## config.mk

```make
export PLATFORM = sky130hd
export DESIGN_NAME = wb_stage_param
export DESIGN_NICKNAME = d
export VERILOG_FILES = /design/src/rtl/pipe_pkg.sv /design/src/rtl/load_extract.sv /design/src/rtl/wb_stage_param.sv
export SDC_FILE = /design/constraint.sdc
export NUM_CORES = 1
export LEC_CHECK = 0
export BUFFER_PORTS_ARGS = -buffer_cell sky130_fd_sc_hd__buf_2
export CAP_MARGIN = 20
export CELL_PAD_IN_SITES_DETAIL_PLACEMENT = 0
export CELL_PAD_IN_SITES_GLOBAL_PLACEMENT = 1
export CORE_MARGIN = 2
export CORE_UTILIZATION = 40
export CTS_CLUSTER_SIZE = 12
export DETAILED_ROUTE_END_ITERATION = 8
export HOLD_SLACK_MARGIN = 0.05
export PLACE_DENSITY_LB_ADDON = 0.1
export SLEW_MARGIN = 20
export SYNTH_ARGS = -nofsm -noshare
export SYNTH_HDL_FRONTEND = slang
export SYNTH_SLANG_ARGS = --single-unit
export TNS_END_PERCENT = 10
```

## constraint.sdc

```tcl
create_clock -name clk -period 5.7 [get_ports clk]
set_input_delay 0.855 -clock clk [delete_from_list [all_inputs] [get_ports clk]]
set_output_delay 0.855 -clock clk [all_outputs]
set_load 0.02 [all_outputs]
```

## src/rtl/pipe_pkg.sv

```systemverilog
// pipe_pkg: write-back source and load-size encodings shared by the MEM/WB stage.
package pipe_pkg;
   localparam logic [1:0] WB_SEL_ALU = 2'b00;
   localparam logic [1:0] WB_SEL_MEM = 2'b01;
   localparam logic [1:0] WB_SEL_PC4 = 2'b10;
   localparam logic [1:0] WB_SEL_IMM = 2'b11;
   localparam logic [1:0] MEM_SIZE_BYTE = 2'b00;
   localparam logic [1:0] MEM_SIZE_HALF = 2'b01;
   localparam logic [1:0] MEM_SIZE_WORD = 2'b10;
endpackage

```

## src/rtl/load_extract.sv

```systemverilog
// load_extract: picks the addressed byte/half lane of a memory word and sign- or zero-extends it.
module load_extract
   import pipe_pkg::*;
#(
   parameter int DATA_W = 32,
   parameter int OW     = $clog2(DATA_W/8)
) (
   input  logic [DATA_W-1:0] mem_data,
   input  logic [1:0]        mem_size,
   input  logic              mem_unsigned,
   input  logic [OW-1:0]     byte_off,
   output logic [DATA_W-1:0] data,
   output logic              misalign
);
   logic [7:0]  lane_b;
   logic [15:0] lane_h;
   logic        sx;
   assign lane_b = mem_data[{byte_off, 3'b000} +: 8];
   assign lane_h = mem_data[{byte_off[OW-1:1], 4'b0000} +: 16];
   assign sx = ~mem_unsigned;
   always_comb begin
      data = mem_size == MEM_SIZE_BYTE ? {{(DATA_W-8){sx & lane_b[7]}}, lane_b} :
             mem_size == MEM_SIZE_HALF ? {{(DATA_W-16){sx & lane_h[15]}}, lane_h} :
             mem_data;
   end
   assign misalign = (mem_size == MEM_SIZE_HALF) & byte_off[0];
endmodule

```

## src/rtl/wb_stage_param.sv

```systemverilog
// wb_stage_param: MEM/WB register, write-back source mux and register-file write gating.
// Define WB_RETIRE_CNT_EN to build the 32-bit retire counter; otherwise retire_count is 0.
module wb_stage_param
   import pipe_pkg::*;
#(
   parameter int DATA_W        = 32,
   parameter int REG_AW        = 5,
   parameter int ZERO_REG_HARD = 1
) (
   input  logic                        clk,
   input  logic                        reset,
   input  logic                        in_valid,
   input  logic                        stall,
   input  logic                        flush,
   input  logic [DATA_W-1:0]           alu_result,
   input  logic [DATA_W-1:0]           mem_data,
   input  logic [DATA_W-1:0]           pc_plus4,
   input  logic [DATA_W-1:0]           imm_val,
   input  logic [1:0]                  wb_sel,
   input  logic [1:0]                  mem_size,
   input  logic                        mem_unsigned,
   input  logic [$clog2(DATA_W/8)-1:0] byte_off,
   input  logic                        reg_write,
   input  logic [REG_AW-1:0]           rd,
   output logic [DATA_W-1:0]           write_data,
   output logic [REG_AW-1:0]           write_addr,
   output logic                        reg_write_enable,
   output logic                        wb_valid,
   output logic                        misalign,
   output logic                        fwd_valid,
   output logic [31:0]                 retire_count
);
   localparam int OW = $clog2(DATA_W/8);
   logic              valid_q, reg_write_q, mem_unsigned_q;
   logic [REG_AW-1:0] rd_q;
   logic [1:0]        wb_sel_q, mem_size_q;
   logic [OW-1:0]     byte_off_q;
   logic [DATA_W-1:0] alu_q, mem_q, pc4_q, imm_q, load_data;
   logic              half_odd, zero_hit;
   always_ff @(posedge clk or posedge reset) begin
      if (reset) begin
         valid_q        <= 1'b0;
         reg_write_q    <= 1'b0;
         rd_q           <= '0;
         wb_sel_q       <= '0;
         mem_size_q     <= '0;
         mem_unsigned_q <= 1'b0;
         byte_off_q     <= '0;
         alu_q          <= '0;
         mem_q          <= '0;
         pc4_q          <= '0;
         imm_q          <= '0;
      end else if (flush) begin
         valid_q <= 1'b0;
      end else if (!stall) begin
         valid_q        <= in_valid;
         reg_write_q    <= reg_write;
         rd_q           <= rd;
         wb_sel_q       <= wb_sel;
         mem_size_q     <= mem_size;
         mem_unsigned_q <= mem_unsigned;
         byte_off_q     <= byte_off;
         alu_q          <= alu_result;
         mem_q          <= mem_data;
         pc4_q          <= pc_plus4;
         imm_q          <= imm_val;
      end
   end
   load_extract #(.DATA_W(DATA_W), .OW(OW)) u_load (
      .mem_data(mem_q),
      .mem_size(mem_size_q),
      .mem_unsigned(mem_unsigned_q),
      .byte_off(byte_off_q),
      .data(load_data),
      .misalign(half_odd)
   );
   always_comb begin
      write_data = wb_sel_q == WB_SEL_ALU ? alu_q :
                   wb_sel_q == WB_SEL_MEM ? load_data :
                   wb_sel_q == WB_SEL_PC4 ? pc4_q : imm_q;
   end
   assign misalign         = valid_q & (wb_sel_q == WB_SEL_MEM) & half_odd;
   assign zero_hit         = (ZERO_REG_HARD != 0) && (rd_q == '0);
   assign reg_write_enable = valid_q & reg_write_q & ~misalign & ~zero_hit;
   assign write_addr       = rd_q;
   assign wb_valid         = valid_q;
   assign fwd_valid        = reg_write_enable;
`ifdef WB_RETIRE_CNT_EN
   logic [31:0] retire_cnt;
   always_ff @(posedge clk or posedge reset) begin
      if (reset) retire_cnt <= '0;
      else if (reg_write_enable && !stall) retire_cnt <= retire_cnt + 32'd1;
   end
   assign retire_count = retire_cnt;
`else
   assign retire_count = '0;
`endif
endmodule

```

==> impl_metrics.ini, run 1 <==
[clock_network]
clock-sinks = 142
clkSlewWorstSetupHoldPaths_ps = 60
cts_tree = built
cts-resized-gates = 0
postCtsHoldBufs = 0
clockRootBuffer = clkbuf_16
cts_htree_levels = 4
clock_latency_ps = 410
cts_buffers = 17
cts_setup_buffers = 0
cts_max_path_buffers = 2

[worst_setup_path]
end_kind = output port
cp_max_fo = 51
critPathKind = flip-flop to output port
r2r-start = wb_sel_q[1]$_DFFE_PP0P_
crit_start = wb_sel_q[0]$_DFFE_PP0P_
reg2reg_to = wb_sel_q[1]$_DFFE_PP0P_
cp-start-kind = flip-flop
critical_path_arrival_ps = 2860
cp.required_ps = 4850
rr_worst_depth = 1
r2r_slack_ps = 4260

[sta]
tightest_slew_ps = 1070
post-route-min-period_ps = 3710
slew_viol_final = 0
setup_viol = 0
rsz0062_at_grt = false
fin_setup_tns_ps = 0
period_share = 0.651
max_slew_margin = 0.285
max_freq_mhz = 269
skew_ps = 0
hold_viol = 0

[floorplanning]
die_w_microns = 135
rows = 48
die_area_sq_um = 18400
start_util = 0.404
die-height_microns = 135
core_area_sq_um = 17100
boundaryPins = 219

[hold_path]
hold_depth = 1
hp-start = imm_q[10]$_DFFE_PP0P_
hold_class = flip-flop to flip-flop
holdPathEnd = imm_q[10]$_DFFE_PP0P_

[power]
irDropWorstVdd_v = 0.000216
switching_share = 0.302
pwr-share-seq = 0.410
p_leak_nw = 3.86
internal_power_mw = 2.23
pwr-share-comb = 0.223
switchingPower_uw = 964
clkPwrFrac = 0.367
pwr_density_cell_nw_per_um2 = 377

[routing]
vias = 5081
drtIter0Drc = 265
ant_nets = 0
drt_pass1_iterations = 4
drt_wl_total_mm = 18.2
topRoutingLayerUsed = met4
drcViolationCount = 0
routedWlPerCell_microns = 18.3
routed-wl-met3_microns = 955
routed_via_density = 5.11
wl_met2_mm = 8.46
wl_met1_mm = 8.40

[logic_synthesis]
yosysSeqAreaShare = 0.514
netlist_area_sq_um = 6910
syn_area_per_cell_sq_um = 11.8
synth_seq_cells = 142
yosysWarnings = 0
yosysUniqueCellTypes = 36
synthCells = 588

[finish]
drive_above_1_share = 0.473
mostFrequentLayoutCell = buf_2
nets = 901
syn_to_final_growth_pct = 22.5
final_cell_mix = 186 x buf_2, 140 x dfrtp_1, 125 x mux2_2
final_area_sq_um = 8470

[place]
hpwl_mm = 13.2
io_buffers = 186
finalWeightedCongestion = 0.862
postPlaceCellArea_sq_um = 7840

[global_routing]
grt-ovfl-total = 0
track_usage = 0.204
grt_pass1_vias = 5160
grt_max_degree = 91
antenna_found_initial = 3
grt_pass1_wl_mm = 28.1

[status]
status = finished, final reports clean

[job]
drv_cap = 0
==> layer usage <==
| metal | vias to the layer above | global-route usage |
|---|---|---|
| li1 | 2374 | - |
| met1 | 2510 | 0.288 |
| met2 | 172 | 0.313 |
| met3 | 25 | 0.0359 |
| met4 | 0 | 0.0833 |
| met5 | - | 0 |
==> critical path, stage by stage (launching register included) <==
cell	delay, ps
dfrtp_2	970
nand2b_1	480
a21oi_4	590
a21oi_1	180
buf_2	200
==> cells in the mapped netlist, drive strengths merged <==
cell / number / area, sq um
a21oi: 57 / 300
nand3: 1 / 5.00
a21o: 2 / 22.5
or4: 1 / 7.51
or2: 1 / 6.26
a31oi: 14 / 87.6
buf: 62 / 409
a22oi: 8 / 60.1
nor2b: 2 / 12.5
nand2b: 10 / 62.6
o22ai: 8 / 50.1
mux4: 9 / 203
conb: 1 / 3.75
and2: 2 / 12.5
inv: 17 / 63.8
a222oi: 1 / 10.0
o211ai: 1 / 7.51
mux2: 125 / 1410
o21ai: 24 / 120
nand2: 41 / 154
nor2: 23 / 86.3
dfrtp: 142 / 3550
a221oi: 8 / 76.3
clkbuf: 10 / 37.5
nor3: 1 / 5.00
o31ai: 8 / 60.1
mux2i: 9 / 90.1
==> flip-flops by register name, summed over array words and instances (netlist names) <==
name,cells
alu_q,32
byte_off_q,2
imm_q,32
mem_q,32
mem_size_q,2
mem_unsigned_q,1
pc4_q,32
reg_write_q,1
wb_sel_q,2
wb_valid,1
write_addr,5
==> cell families after synthesis <==
| group | count (synthesis) | share of synthesized area |
|---|---|---|
| multiplexers | 143 | 0.246 |
| flip-flops | 142 | 0.514 |
| AO/OA/AOI/OAI | 131 | 0.115 |
| buffers and inverters | 89 | 0.0738 |
| AND/OR/NAND/NOR | 82 | 0.0508 |
| other | 1 | 0.000542 |
==> stage by stage <==
step                hold slack, ps  power [mW]  cells  setup slack [ps]   util
global route                   516        3.35    995              1750  0.495
CTS                            505        3.22    992              1830  0.494
finish                         501        3.19    995              1990  0.495
detailed placement             491        2.04    961              2280  0.458
floorplan                      472        1.80    619              1040      -
global placement               483        2.03    961              2390  0.458
==> worst max path at each step <==
stage                                 endpoint  slack (ps)  depth (start not counted)
after floorplan           alu_q[0]$_DFFE_PP0P_        1040                          1
after global placement          write_data[31]        2390                          4
after detailed placement        write_data[31]        2280                          4
after CTS                       write_data[31]        1830                          4
after global routing            write_data[17]        1750                          4
final                           write_data[17]        1990                          4
==> layout make-up <==
cell class | instances | area (sq um)
Multi-Input combinational cell | 388 | 2980
Antenna cell | 3 | 7.51
Fill cell | 1615 | 8640
Sequential cell | 142 | 3560
Timing Repair Buffer | 189 | 953
Clock buffer | 20 | 457
Clock inverter | 11 | 166
Inverter | 17 | 68.8
Tap cell | 225 | 282
==> power groups by stage <==
stage / combinational [mW] / clock [mW] / sequential, mW
5_1_grt: 0.781 / 1.24 / 1.33
6_report: 0.712 / 1.17 / 1.31
2_1_floorplan: 0.560 / 0 / 1.24
4_1_cts: 0.720 / 1.20 / 1.31
3_5_place_dp: 0.718 / 0 / 1.32
3_3_place_gp: 0.707 / 0 / 1.32
(Power assumes the default switching activity.)
==> run 2: changes to the inputs <==
--- a/config.mk
+++ b/config.mk
@@ -10,7 +10,7 @@
 export CELL_PAD_IN_SITES_DETAIL_PLACEMENT = 0
 export CELL_PAD_IN_SITES_GLOBAL_PLACEMENT = 1
 export CORE_MARGIN = 2
-export CORE_UTILIZATION = 40
+export CORE_UTILIZATION = 36
 export CTS_CLUSTER_SIZE = 12
 export DETAILED_ROUTE_END_ITERATION = 8
 export HOLD_SLACK_MARGIN = 0.05
==> constraint.sdc (replaced) <==
create_clock -name clk -period 3.08 [get_ports clk]
set_input_delay 0.462 -clock clk [delete_from_list [all_inputs] [get_ports clk]]
set_output_delay 0.462 -clock clk [all_outputs]
set_load 0.02 [all_outputs]
==> run 2 against run 1 <==
  * Core utilization is 3.9 points lower
  * Clock power is 82% higher
  * Clock-buffer cell count is 3 lower
  * Global-route usage is 0.92 points lower
  * Routed wire length is 7.2% higher
  * Total power is 86% higher
  * Critical path type unchanged
==> impl_metrics.ini, run 2 (synthesis gave the netlist of run 1 again) <==
[floorplanning]
core_area_sq_um = 18800
die-height_microns = 143
rows = 50
die_area_sq_um = 20300
die_w_microns = 143
boundaryPins = 219
start_util = 0.368

[sta]
setup_slack_ps = 250
tightest_slew_ps = 805
hold_viol = 0
post-route-min-period_ps = 2830
rsz0062_at_grt = false
max_slew_margin = 0.463
setup_viol = 0
fin_setup_tns_ps = 0
slew_viol_final = 0
max_freq_mhz = 353
period_share = 0.919
skew_ps = 0

[worst_setup_path]
r2r_slack_ps = 1610
r2r-start = wb_sel_q[1]$_DFFE_PP0P_
crit_start = wb_sel_q[1]$_DFFE_PP0P_
rr_worst_depth = 2
end_kind = output port
cp-start-kind = flip-flop
setup.worst_path.end = write_data[6]
critical_path_arrival_ps = 2370
cp_max_fo = 37
reg2reg_to = wb_sel_q[1]$_DFFE_PP0P_
critPathKind = flip-flop to output port
cp.required_ps = 2620

[finish]
mostFrequentLayoutCell = buf_2
syn_to_final_growth_pct = 23.8
drive_above_1_share = 0.479
nets = 908
postLayoutCoreUtil = 0.456
final_cell_mix = 186 x buf_2, 140 x dfrtp_1, 125 x mux2_2

[global_routing]
track_usage = 0.195
grt_pass1_wl_mm = 29.5
grt_max_degree = 143
grt-ovfl-total = 0
antenna_found_initial = 2
grt_pass1_vias = 5210

[place]
io_buffers = 186
hpwl_mm = 14.0
finalWeightedCongestion = 0.852
pre_cts_ws_ps = 569

[routing]
routed_via_density = 5.06
drt_pass1_iterations = 4
drt_wl_total_mm = 19.5
drcViolationCount = 0
ant_nets = 0
routedWlPerCell_microns = 19.3
drtIter0Drc = 262
vias = 5108

[clock_network]
clock_latency_ps = 420
clockRootBuffer = clkbuf_16
cts_max_path_buffers = 2
cts_setup_buffers = 0
postCtsHoldBufs = 0
cts_tree = built
clkSlewWorstSetupHoldPaths_ps = 70
cts_htree_levels = 4
clock-sinks = 142
cts_buffers = 17
cts-resized-gates = 0

[power]
pwr_density_cell_nw_per_um2 = 692
irDropWorstVdd_v = 0.000387
p_leak_nw = 3.90

[status]
status = finished, final reports clean

[job]
drv_cap = 0

[hold_path]
hold_class = primary input to flip-flop
-- run 2: cell count changes in the layout (fill, tap and decap cells not counted), sizes merged --
cell / previous run / this run
clkinv: 4 / 3
clkbuf: 20 / 17
diode: 3 / 2
bufinv: 4 / 3
inv: 17 / 22
buf: 189 / 196
-- run 2: report_power, final --
part	switching [mW]	internal (mW)
Sequential	0.235	2.14
Clock	0.847	1.29
Combinational	0.797	0.622
Total	1.88	4.04
-- run 2: layer usage --
layer,routed length [microns],vias up,global-route usage
met1,8930,2517,0.266
li1,-,2391,-
met4,322,0,0.0620
met3,1010,21,0.0461
met2,9260,179,0.307
met5,0,-,0
-- run 2: layout make-up --
class,count,area (sq um)
Sequential cell,142,3560
Multi-Input combinational cell,388,2980
Tap cell,234,293
Clock buffer,17,425
Antenna cell,2,5.00
Fill cell,1778,10200
Clock inverter,14,180
Timing Repair Buffer,196,1060
Inverter,17,67.6
-- run 2: worst min-delay path by stage --
| stage | from | endpoint | slack, ps | cells after the start |
|---|---|---|---|---|
| floorplan | imm_q[10]$_DFFE_PP0P_ | imm_q[10]$_DFFE_PP0P_ | 470 | 1 |
| global placement | imm_q[8]$_DFFE_PP0P_ | imm_q[8]$_DFFE_PP0P_ | 490 | 1 |
| detailed placement | imm_q[31]$_DFFE_PP0P_ | imm_q[31]$_DFFE_PP0P_ | 490 | 1 |
| CTS | flush | wb_valid$_DFFE_PP0P_ | 220 | 2 |
| global route | flush | wb_valid$_DFFE_PP0P_ | 220 | 2 |
| finish | imm_val[25] | imm_q[25]$_DFFE_PP0P_ | 240 | 3 |
-- run 2: worst max-delay path, cell delays in order (launching register included) --
cell and delay [ps]:
dfrtp_2 620, buf_4 500, mux2i_1 260, nor2_1 50
a21oi_1 180, o31ai_1 100, buf_2 190
-- run 2: stage by stage --
stage / hold WS (ps) / std cells / instance area [sq um] / total power [mW]
global route: 217 / 1010 / 8560 / 6.23
floorplan: 472 / 619 / 7030 / 3.34
CTS: 219 / 1007 / 8530 / 5.98
detailed placement: 490 / 976 / 7930 / 3.82
finish: 239 / 1010 / 8560 / 5.92
global placement: 485 / 976 / 7930 / 3.80
==> run 3: changes to the inputs <==
--- a/config.mk
+++ b/config.mk
@@ -9,6 +9,7 @@
 export CAP_MARGIN = 20
 export CELL_PAD_IN_SITES_DETAIL_PLACEMENT = 0
 export CELL_PAD_IN_SITES_GLOBAL_PLACEMENT = 1
+export CORE_ASPECT_RATIO = 0.7
 export CORE_MARGIN = 2
 export CORE_UTILIZATION = 36
 export CTS_CLUSTER_SIZE = 12
==> run 3 against run 2 <==
  * Clock skew is the same
  * Die area about the same
  * Clock-buffer cell count is 5 higher
  * Via count increased by 1.5%
  * Worst hold slack worse by 7.5 ps
  * Highest routed layer is now met5
  * Final cell count is 1.3% higher
  * Critical path type unchanged
  * Register-to-register slack improved by 60 ps
  * Largest cell class unchanged
  * First-iteration DRC count up 31%
==> impl_metrics.ini, run 3 (synthesis gave the netlist of run 1 again) <==
[job]
drv_cap = 0

[sta]
skew_ps = 0
setup_slack_ps = 177
hold_viol = 0
post-route-min-period_ps = 2900
tightest_slew_ps = 537
period_share = 0.942
max_slew_margin = 0.642
fin_setup_tns_ps = 0
hold_slack_ps = 231
max_freq_mhz = 344
rsz0062_at_grt = false
slew_viol_final = 0
setup_viol = 0

[place]
postPlaceCellArea_sq_um = 7970
hpwl_mm = 14.6
finalWeightedCongestion = 0.823
placedCellCount = 986
pre_cts_ws_ps = 516
io_buffers = 186

[finish]
drive_above_1_share = 0.479
multi_input_area_sq_um = 2980
postLayoutCoreUtil = 0.455
final_cell_mix = 186 x buf_2, 140 x dfrtp_1, 125 x mux2_2
mostFrequentLayoutCell = buf_2
fillers = 1784
final_cells = 1023
nets = 911
syn_to_final_growth_pct = 24.2
final_area_sq_um = 8590
register_area_sq_um = 3560

[clock_network]
clockRootBuffer = clkbuf_16
clock_latency_ps = 410
clkSlewWorstSetupHoldPaths_ps = 60
clock-sinks = 142
cts_max_path_buffers = 2
cts_htree_levels = 4
cts_tree = built
cts_buffers = 17

[floorplanning]
start_util = 0.366
die_area_sq_um = 20300
boundaryPins = 219
die_w_microns = 170
core_area_sq_um = 18900
rows = 42
die-height_microns = 120

[routing]
ant_nets = 0
routed_via_density = 5.07
drtIter0Drc = 344
drt_pass1_iterations = 5
vias = 5186
routedWlPerCell_microns = 19.4
drcViolationCount = 0
drt_wl_total_mm = 19.8

[worst_setup_path]
cp-start-kind = flip-flop
cp.required_ps = 2620
critPathKind = flip-flop to output port
critical_path_arrival_ps = 2440
max_stage_delay_ps = 710
critPathSlowestCell = dfrtp_2
cp_max_fo = 27
r2r_slack_ps = 1670
crit_buf_inv = 2
end_kind = output port
critical_path.top_delay_family = flip-flops
path_cells = buf_4, mux2i_1, nor2_1, a21oi_1, o31ai_1, buf_2

[global_routing]
track_usage = 0.200
grt_pass1_vias = 5175
grt_pass1_wl_mm = 30.3
grt-ovfl-total = 0
grt_max_degree = 93
antenna_found_initial = 4

[hold_path]
hold_class = primary input to flip-flop

[power]
pwr_density_cell_nw_per_um2 = 680
irDropWorstVdd_v = 0.000303
p_leak_nw = 3.91
power_mw = 5.84

[status]
status = finished, final reports clean
[run 3: final cells by class]
type                            count  area share
Multi-Input combinational cell    388       0.347
Sequential cell                   142       0.414
Clock buffer                       22      0.0541
Inverter                           17     0.00787
Tap cell                          242      0.0353
Antenna cell                        3    0.000874
Timing Repair Buffer              199       0.127
Clock inverter                     10      0.0133
[run 3: layer usage]
metal / vias up / GRT usage / wire [microns]
li1: 2398 / - / -
met1: 2588 / 0.298 / 9720
met2: 183 / 0.286 / 8490
met3: 15 / 0.0584 / 1440
met4: 2 / 0.0454 / 163
met5: - / 0 / 7
[run 3: what timing repair did]
| action | in CTS | in global routing |
|---|---|---|
| endpoints found under the setup margin | 0 | 19 |
| resized for setup | 0 | 2 |
| buffers inserted | 0 | 1 |
| hold endpoints to repair | 3 | 0 |
| hold buffers | 1 | 0 |
[run 3: final timing paths]
check                                        start                 endpoint  cells after the start
max                        wb_sel_q[1]$_DFFE_PP0P_            write_data[4]                      6
min                                          flush     wb_valid$_DFFE_PP0P_                      2
max reg2reg                wb_sel_q[1]$_DFFE_PP0P_  wb_sel_q[1]$_DFFE_PP0P_                      2
min reg2reg                  imm_q[10]$_DFFE_PP0P_    imm_q[10]$_DFFE_PP0P_                      1
max in group asynchronous                    reset     mem_q[6]$_DFFE_PP0P_                      4
min in group asynchronous                    reset    imm_q[12]$_DFFE_PP0P_                      3
[run 3: where the power goes]
group | leakage [nW] | switching [mW] | total, mW | internal (mW)
combinational | 1.95 | 0.813 | 1.44 | 0.630
sequential | 1.67 | 0.236 | 2.37 | 2.14
clock | 0.284 | 0.786 | 2.02 | 1.23
total | 3.91 | 1.84 | 5.84 | 4.00
